[src/rtl/uart_boot_pkg.sv]
// Shared types and constants for the UART boot loader.
package uart_boot_pkg;

  typedef enum logic [2:0] {
    S_LEN,
    S_DATA,
    S_WRITE,
    S_ACK,
    S_DONE
  } boot_state_t;

  localparam int unsigned BYTES_PER_WORD = 4;

endpackage

[src/rtl/uart_boot_loader.sv]
// UART boot loader: receives a length-prefixed little-endian word image from
// the rx FIFO, writes it into instruction memory, sends one ACK byte, then
// hands both FIFO interfaces over to the cpu through a transparent mux.
module uart_boot_loader #(
  parameter int unsigned ADDR_W    = 14,
  parameter int unsigned BASE_ADDR = 0,
  parameter logic [7:0]  ACK_BYTE  = 8'hAA
) (
  input  logic              clk,
  input  logic              rstn,
  input  logic [7:0]        rx_dout,
  input  logic              rx_empty,
  output logic              rx_rd_en,
  output logic [7:0]        tx_din,
  input  logic              tx_full,
  output logic              tx_wr_en,
  input  logic              cpu_rd_en,
  output logic              cpu_rx_empty,
  input  logic [7:0]        cpu_tx_din,
  input  logic              cpu_wr_en,
  output logic              cpu_tx_full,
  output logic              imem_we,
  output logic [ADDR_W-1:0] imem_addr,
  output logic [31:0]       imem_wdata,
  output logic              boot_done
);

  import uart_boot_pkg::*;

  boot_state_t       state_q, state_d;
  logic [1:0]        byte_cnt_q, byte_cnt_d;
  logic [31:0]       word_cnt_q, word_cnt_d;
  logic [31:0]       len_q, len_d;
  logic [31:0]       shift_q, shift_d;
  logic              boot_done_q, boot_done_d;
  logic              imem_we_q, imem_we_d;
  logic [ADDR_W-1:0] imem_addr_q, imem_addr_d;
  logic [31:0]       imem_wdata_q, imem_wdata_d;
  logic              last_byte;
  logic [31:0]       len_full;
  logic [31:0]       word_full;

  // State, counters and imem write port registers.
  always_ff @(posedge clk or negedge rstn) begin
    if (!rstn) begin
      state_q      <= S_LEN;
      byte_cnt_q   <= '0;
      word_cnt_q   <= '0;
      len_q        <= '0;
      shift_q      <= '0;
      boot_done_q  <= 1'b0;
      imem_we_q    <= 1'b0;
      imem_addr_q  <= ADDR_W'(BASE_ADDR);
      imem_wdata_q <= '0;
    end else begin
      state_q      <= state_d;
      byte_cnt_q   <= byte_cnt_d;
      word_cnt_q   <= word_cnt_d;
      len_q        <= len_d;
      shift_q      <= shift_d;
      boot_done_q  <= boot_done_d;
      imem_we_q    <= imem_we_d;
      imem_addr_q  <= imem_addr_d;
      imem_wdata_q <= imem_wdata_d;
    end
  end

  // Next state, byte assembly and FIFO ownership mux.
  // The imem port is loaded on the 4th data byte so the registered strobe is
  // high exactly during the S_WRITE cycle.
  always_comb begin
    state_d      = state_q;
    byte_cnt_d   = byte_cnt_q;
    word_cnt_d   = word_cnt_q;
    len_d        = len_q;
    shift_d      = shift_q;
    boot_done_d  = boot_done_q;
    imem_we_d    = 1'b0;
    imem_addr_d  = imem_addr_q;
    imem_wdata_d = imem_wdata_q;
    last_byte    = (byte_cnt_q == 2'(BYTES_PER_WORD - 1));
    len_full     = {rx_dout, len_q[23:0]};
    word_full    = {rx_dout, shift_q[31:8]};

    rx_rd_en     = 1'b0;
    cpu_rx_empty = 1'b1;
    tx_din       = ACK_BYTE;
    tx_wr_en     = 1'b0;
    cpu_tx_full  = 1'b1;

    case (state_q)
      S_LEN: begin
        if (!rx_empty) begin
          rx_rd_en                       = 1'b1;
          len_d[{byte_cnt_q, 3'b000} +: 8] = rx_dout;
          byte_cnt_d                     = byte_cnt_q + 2'd1;
          if (last_byte) begin
            state_d = (len_full != '0) ? S_DATA : S_ACK;
          end
        end
      end
      S_DATA: begin
        if (!rx_empty) begin
          rx_rd_en   = 1'b1;
          shift_d    = word_full;
          byte_cnt_d = byte_cnt_q + 2'd1;
          if (last_byte) begin
            state_d      = S_WRITE;
            imem_we_d    = 1'b1;
            imem_addr_d  = ADDR_W'(BASE_ADDR) + word_cnt_q[ADDR_W-1:0];
            imem_wdata_d = word_full;
          end
        end
      end
      S_WRITE: begin
        word_cnt_d = word_cnt_q + 32'd1;
        state_d    = ((word_cnt_q + 32'd1) == len_q) ? S_ACK : S_DATA;
      end
      S_ACK: begin
        if (!tx_full) begin
          tx_wr_en    = 1'b1;
          state_d     = S_DONE;
          boot_done_d = 1'b1;
        end
      end
      S_DONE: begin
        rx_rd_en     = cpu_rd_en;
        cpu_rx_empty = rx_empty;
        tx_din       = cpu_tx_din;
        tx_wr_en     = cpu_wr_en;
        cpu_tx_full  = tx_full;
      end
      default: state_d = S_LEN;
    endcase
  end

  assign imem_we    = imem_we_q;
  assign imem_addr  = imem_addr_q;
  assign imem_wdata = imem_wdata_q;
  assign boot_done  = boot_done_q;

endmodule

[config.mk]
export PLATFORM = sky130hd
export DESIGN_NAME = uart_boot_loader
export DESIGN_NICKNAME = d
export VERILOG_FILES = /design/src/rtl/uart_boot_pkg.sv /design/src/rtl/uart_boot_loader.sv
export SDC_FILE = /design/constraint.sdc
export NUM_CORES = 1
export LEC_CHECK = 0
export CELL_PAD_IN_SITES_DETAIL_PLACEMENT = 0
export CELL_PAD_IN_SITES_GLOBAL_PLACEMENT = 2
export CORE_MARGIN = 5
export CORE_UTILIZATION = 35
export DETAILED_ROUTE_END_ITERATION = 12
export GPL_TIMING_DRIVEN = 0
export PLACE_DENSITY_LB_ADDON = 0.25
export SKIP_CTS_REPAIR_TIMING = 1
export SYNTH_ARGS = -nofsm -noshare
export SYNTH_HDL_FRONTEND = slang
export SYNTH_SLANG_ARGS = --single-unit
[constraint.sdc]
create_clock -name clk -period 4.64 [get_ports clk]
set_clock_uncertainty 0.05 [all_clocks]
set_input_delay 0.464 -clock clk [delete_from_list [all_inputs] [get_ports clk]]
set_output_delay 0.464 -clock clk [all_outputs]
set_load 0.03 [all_outputs]
==> key figures <==
Yosys
  • Flops & latches, synth: 141
  • Post-synth top area share: 0.507
  • Async S/R FF share, synth: 1.00
  • Post-synthesis cell area: 6960 µm²
  • Net Count, Synth: 685
  • Number of synthesized flops with an enable pin: 0
  • Synth warn: 0
  • Register area share after synthesis: 0.507
  • Leading post-synthesis cells by cell area: dfrtp_1 (51%), mux2_2 (11%), xnor2_1 (6.2%)
  • Cell variety after synth: 59
  • Synth area leader: dfrtp_1
  • Mapped Cells: 656
  • Syn Area/Cell: 10.6 µm²
  • Ys flop type: dfrtp_1

Setup path
  • Setup crit start: state_q[1]$_DFFE_PN0P_
  • WP data arrival: 2580 ps
  • CP top delay family: buffers and inverters
  • Worst Setup EP: tx_wr_en
  • Crit path kind: flop to output pin
  • CP startpoint kind: flop
  • R2R Path Start: word_cnt_q[0]$_DFFE_PN0N_
  • Cell Chain, Critical Path: clkbuf_1 -> nor3_1 -> a21o_1 -> clkdlybuf4s50_1
  • Reg-to-reg endpoint: state_q[1]$_DFFE_PN0P_
  • Crit path depth: 4
  • WP data required: 4130 ps
  • R2R Setup Slk: 1580 ps
  • Critical-path maximum fanout: 10
  • Path depth of the worst reg2reg path: 9
  • Buf/Inv on CP: 2
  • Crit path largest cell delay: 680 ps
  • CP endpoint kind: output pin
  • Slowest stage cell on the critical path: nor3_1

Floorplanning
  • Starting Density: 0.356
  • Boundary Pins: 82
  • Die Area: 22800 µm²
  • Die height: 151 µm
  • Core Box Area: 19500 µm²
  • Die width: 151 µm
  • Core Rows: 51

Finish
  • Commonest non-fill, non-tap cell in the layout: dfrtp_1
  • # fillers: 1917
  • Fin area: 8740 µm²
  • Register Area: 3530 µm²
  • Nets@finish: 786
  • Share of cells above drive strength 1: 0.174
  • P&R area growth vs syn: 25.7%
  • Most frequent cells in the layout: dfrtp_1 (141), nand2_1 (104), clkdlybuf4s50_1 (80), mux2_2 (70), xnor2_1 (49)
  • Area of the multi-input gates: 3240 µm²
  • Antenna diode count: 0

Timing
  • Setup WS post-layout: 1550 ps
  • Fin. Hold Viols: 22
  • Slew @ Worst Pin: 948 ps
  • Period minus WS final: 3090 ps
  • Fin Hold WS: -31.1 ps
  • Max_slew headroom: 0.366
  • RSZ-0062 raised after global routing: no
  • Slew Viols, Final: 0
  • Final Setup Violations: 0
  • Final clock period utilization by the worst path: 0.666
  • Max Fclk: 0.323 GHz

Pwr
  • Peak supply drop: 0.000389 V
  • Static Leak: 3.68 nW
  • PwrDens: 617 nW/µm²

Clocking
  • Clk sink count: 141
  • CTS Root Cell: clkbuf_16
  • Clk buf depth: 2
  • CTS Buf Count: 17
  • Clock-pin transition on the worst setup and hold timing paths: 70 ps
  • H-tree Lvls: 4
  • Clock latency on the worst-skew pair: 420 ps
  • CTS tree: done

Global route
  • First-pass GRT wire length: 29.6 mm
  • GRT Util Overall: 0.168
  • Pin count of the biggest net entering global routing: 77
  • Gr ovfl total: 0
  • Initial antenna violation count: 0
  • Vias in the first global route: 5443

Detailed routing
  • DRC: 0
  • Routed wire length: 18.0 mm
  • Via Count: 5200
  • Post-DR wirelength/cell: 17.4 µm
  • Antenna viol nets, final: 0
  • Initial DRC count: 188
  • Vias per cell: 5.02
  • Drt pass-1 iters: 4

Place
  • Placed instance area: 8130 µm²
  • DP Worst Slack: 1600 ps
  • DP HPWL: 13.1 mm
  • Final RePlAce weighted congestion: 0.857
  • Buffers on Ports: 81

Run
  • Max-cap violations: 0

Min path
  • HP Class: input pin to asynchronous set/reset pin

Outcome
  • Failing checks: negative hold slack
  • Status: finished, violations left
==> layer usage <==
layer / up-vias / part of all wire / track usage
li1: 2506 / - / -
met1: 2543 / 0.45 / 0.217
met2: 119 / 0.48 / 0.274
met3: 32 / 0.049 / 0.0428
met4: 0 / 0.024 / 0.0621
met5: - / 0 / 0
==> per-stage QoR <==
step                TNS [ps]   util  std cells  power [mW]  hold WS (ps)
floorplan                  0      -        656        3.24           118
global placement     -369570  0.415       1002        3.95           402
detailed placement         0  0.416       1003        4.00           401
CTS                        0  0.448       1035        5.46         -3.07
global route               0  0.448       1035        5.73          14.6
finish                     0  0.448       1035        5.39         -31.1
==> synth_stat cells, types with 6 or more instances <==
master and number:
nand2_1 104, nand2b_1 11, nor4_1 16, inv_1 7
dfrtp_1 141, and3_1 10, nor2_1 27, nand3_1 16
xnor2_1 49, buf_2 14, xor2_1 22, a21oi_1 6
ha_1 7, o21ai_0 40, clkbuf_1 12, mux2_2 70
nand4_1 22, nor3_1 15
==> worst min-delay path by stage <==
stage                                from  cells past startpoint  slack, ps                  endpoint
floorplan                            rstn                      0        120     boot_done$_DFFE_PN0P_
global placement    boot_done$_DFFE_PN0P_                      1        400     boot_done$_DFFE_PN0P_
detailed placement  boot_done$_DFFE_PN0P_                      1        400     boot_done$_DFFE_PN0P_
CTS                                  rstn                      1         -3  imem_addr[7]$_DFFE_PN0P_
global route                         rstn                      1         10  imem_addr[7]$_DFFE_PN0P_
finish                               rstn                      1        -30  imem_addr[7]$_DFFE_PN0P_
==> sequential cells by signal, indices dropped and copies added, names as in the netlist <==
signal,cells
boot_done,1
imem_addr,14
word_cnt_q,32
len_q,32
imem_wdata,32
shift_q,24
imem_we,1
state_q,3
byte_cnt_q,2
==> layout make-up <==
class                           instances  area share
Buffer                                 35      0.0183
Inverter                                7     0.00300
Timing Repair Buffer                   82      0.0960
Multi-Input combinational cell        473       0.371
Tap cell                              265      0.0379
Sequential cell                       141       0.403
Clock buffer                           17      0.0486
Clock inverter                         15      0.0217
==> logic make-up (layout without fill, tap and decap cells) <==
logic type               Yosys count  count (layout)  share of synthesized area
AO/OA/AOI/OAI                     71              71                     0.0619
buffers and inverters             42             156                     0.0268
AND/OR/NAND/NOR                  252             252                      0.186
adder cells (fa/ha/maj)            7               7                     0.0126
XOR/XNOR                          71              71                     0.0894
flip-flops                       141             141                      0.507
multiplexers                      72              72                      0.116
==> worst register-to-register path: stages, from the launching register on <==
cell	delay, ps
dfrtp_1	490
ha_1	350
and3_4	240
and3_1	170
buf_4	150
o2bb2ai_1	120
a2111oi_0	470
nand4_1	210
nor4_1	440
a41o_1	310
==> report_power, final <==
part	internal, mW	leakage (nW)	switching [mW]	total [mW]
Clock	0.823	0.301	0.611	1.43
Combinational	0.914	1.55	1.06	1.97
Sequential	1.65	1.84	0.344	1.99
Total	3.38	3.68	2.01	5.39
Power figures use the tool's default switching activity.
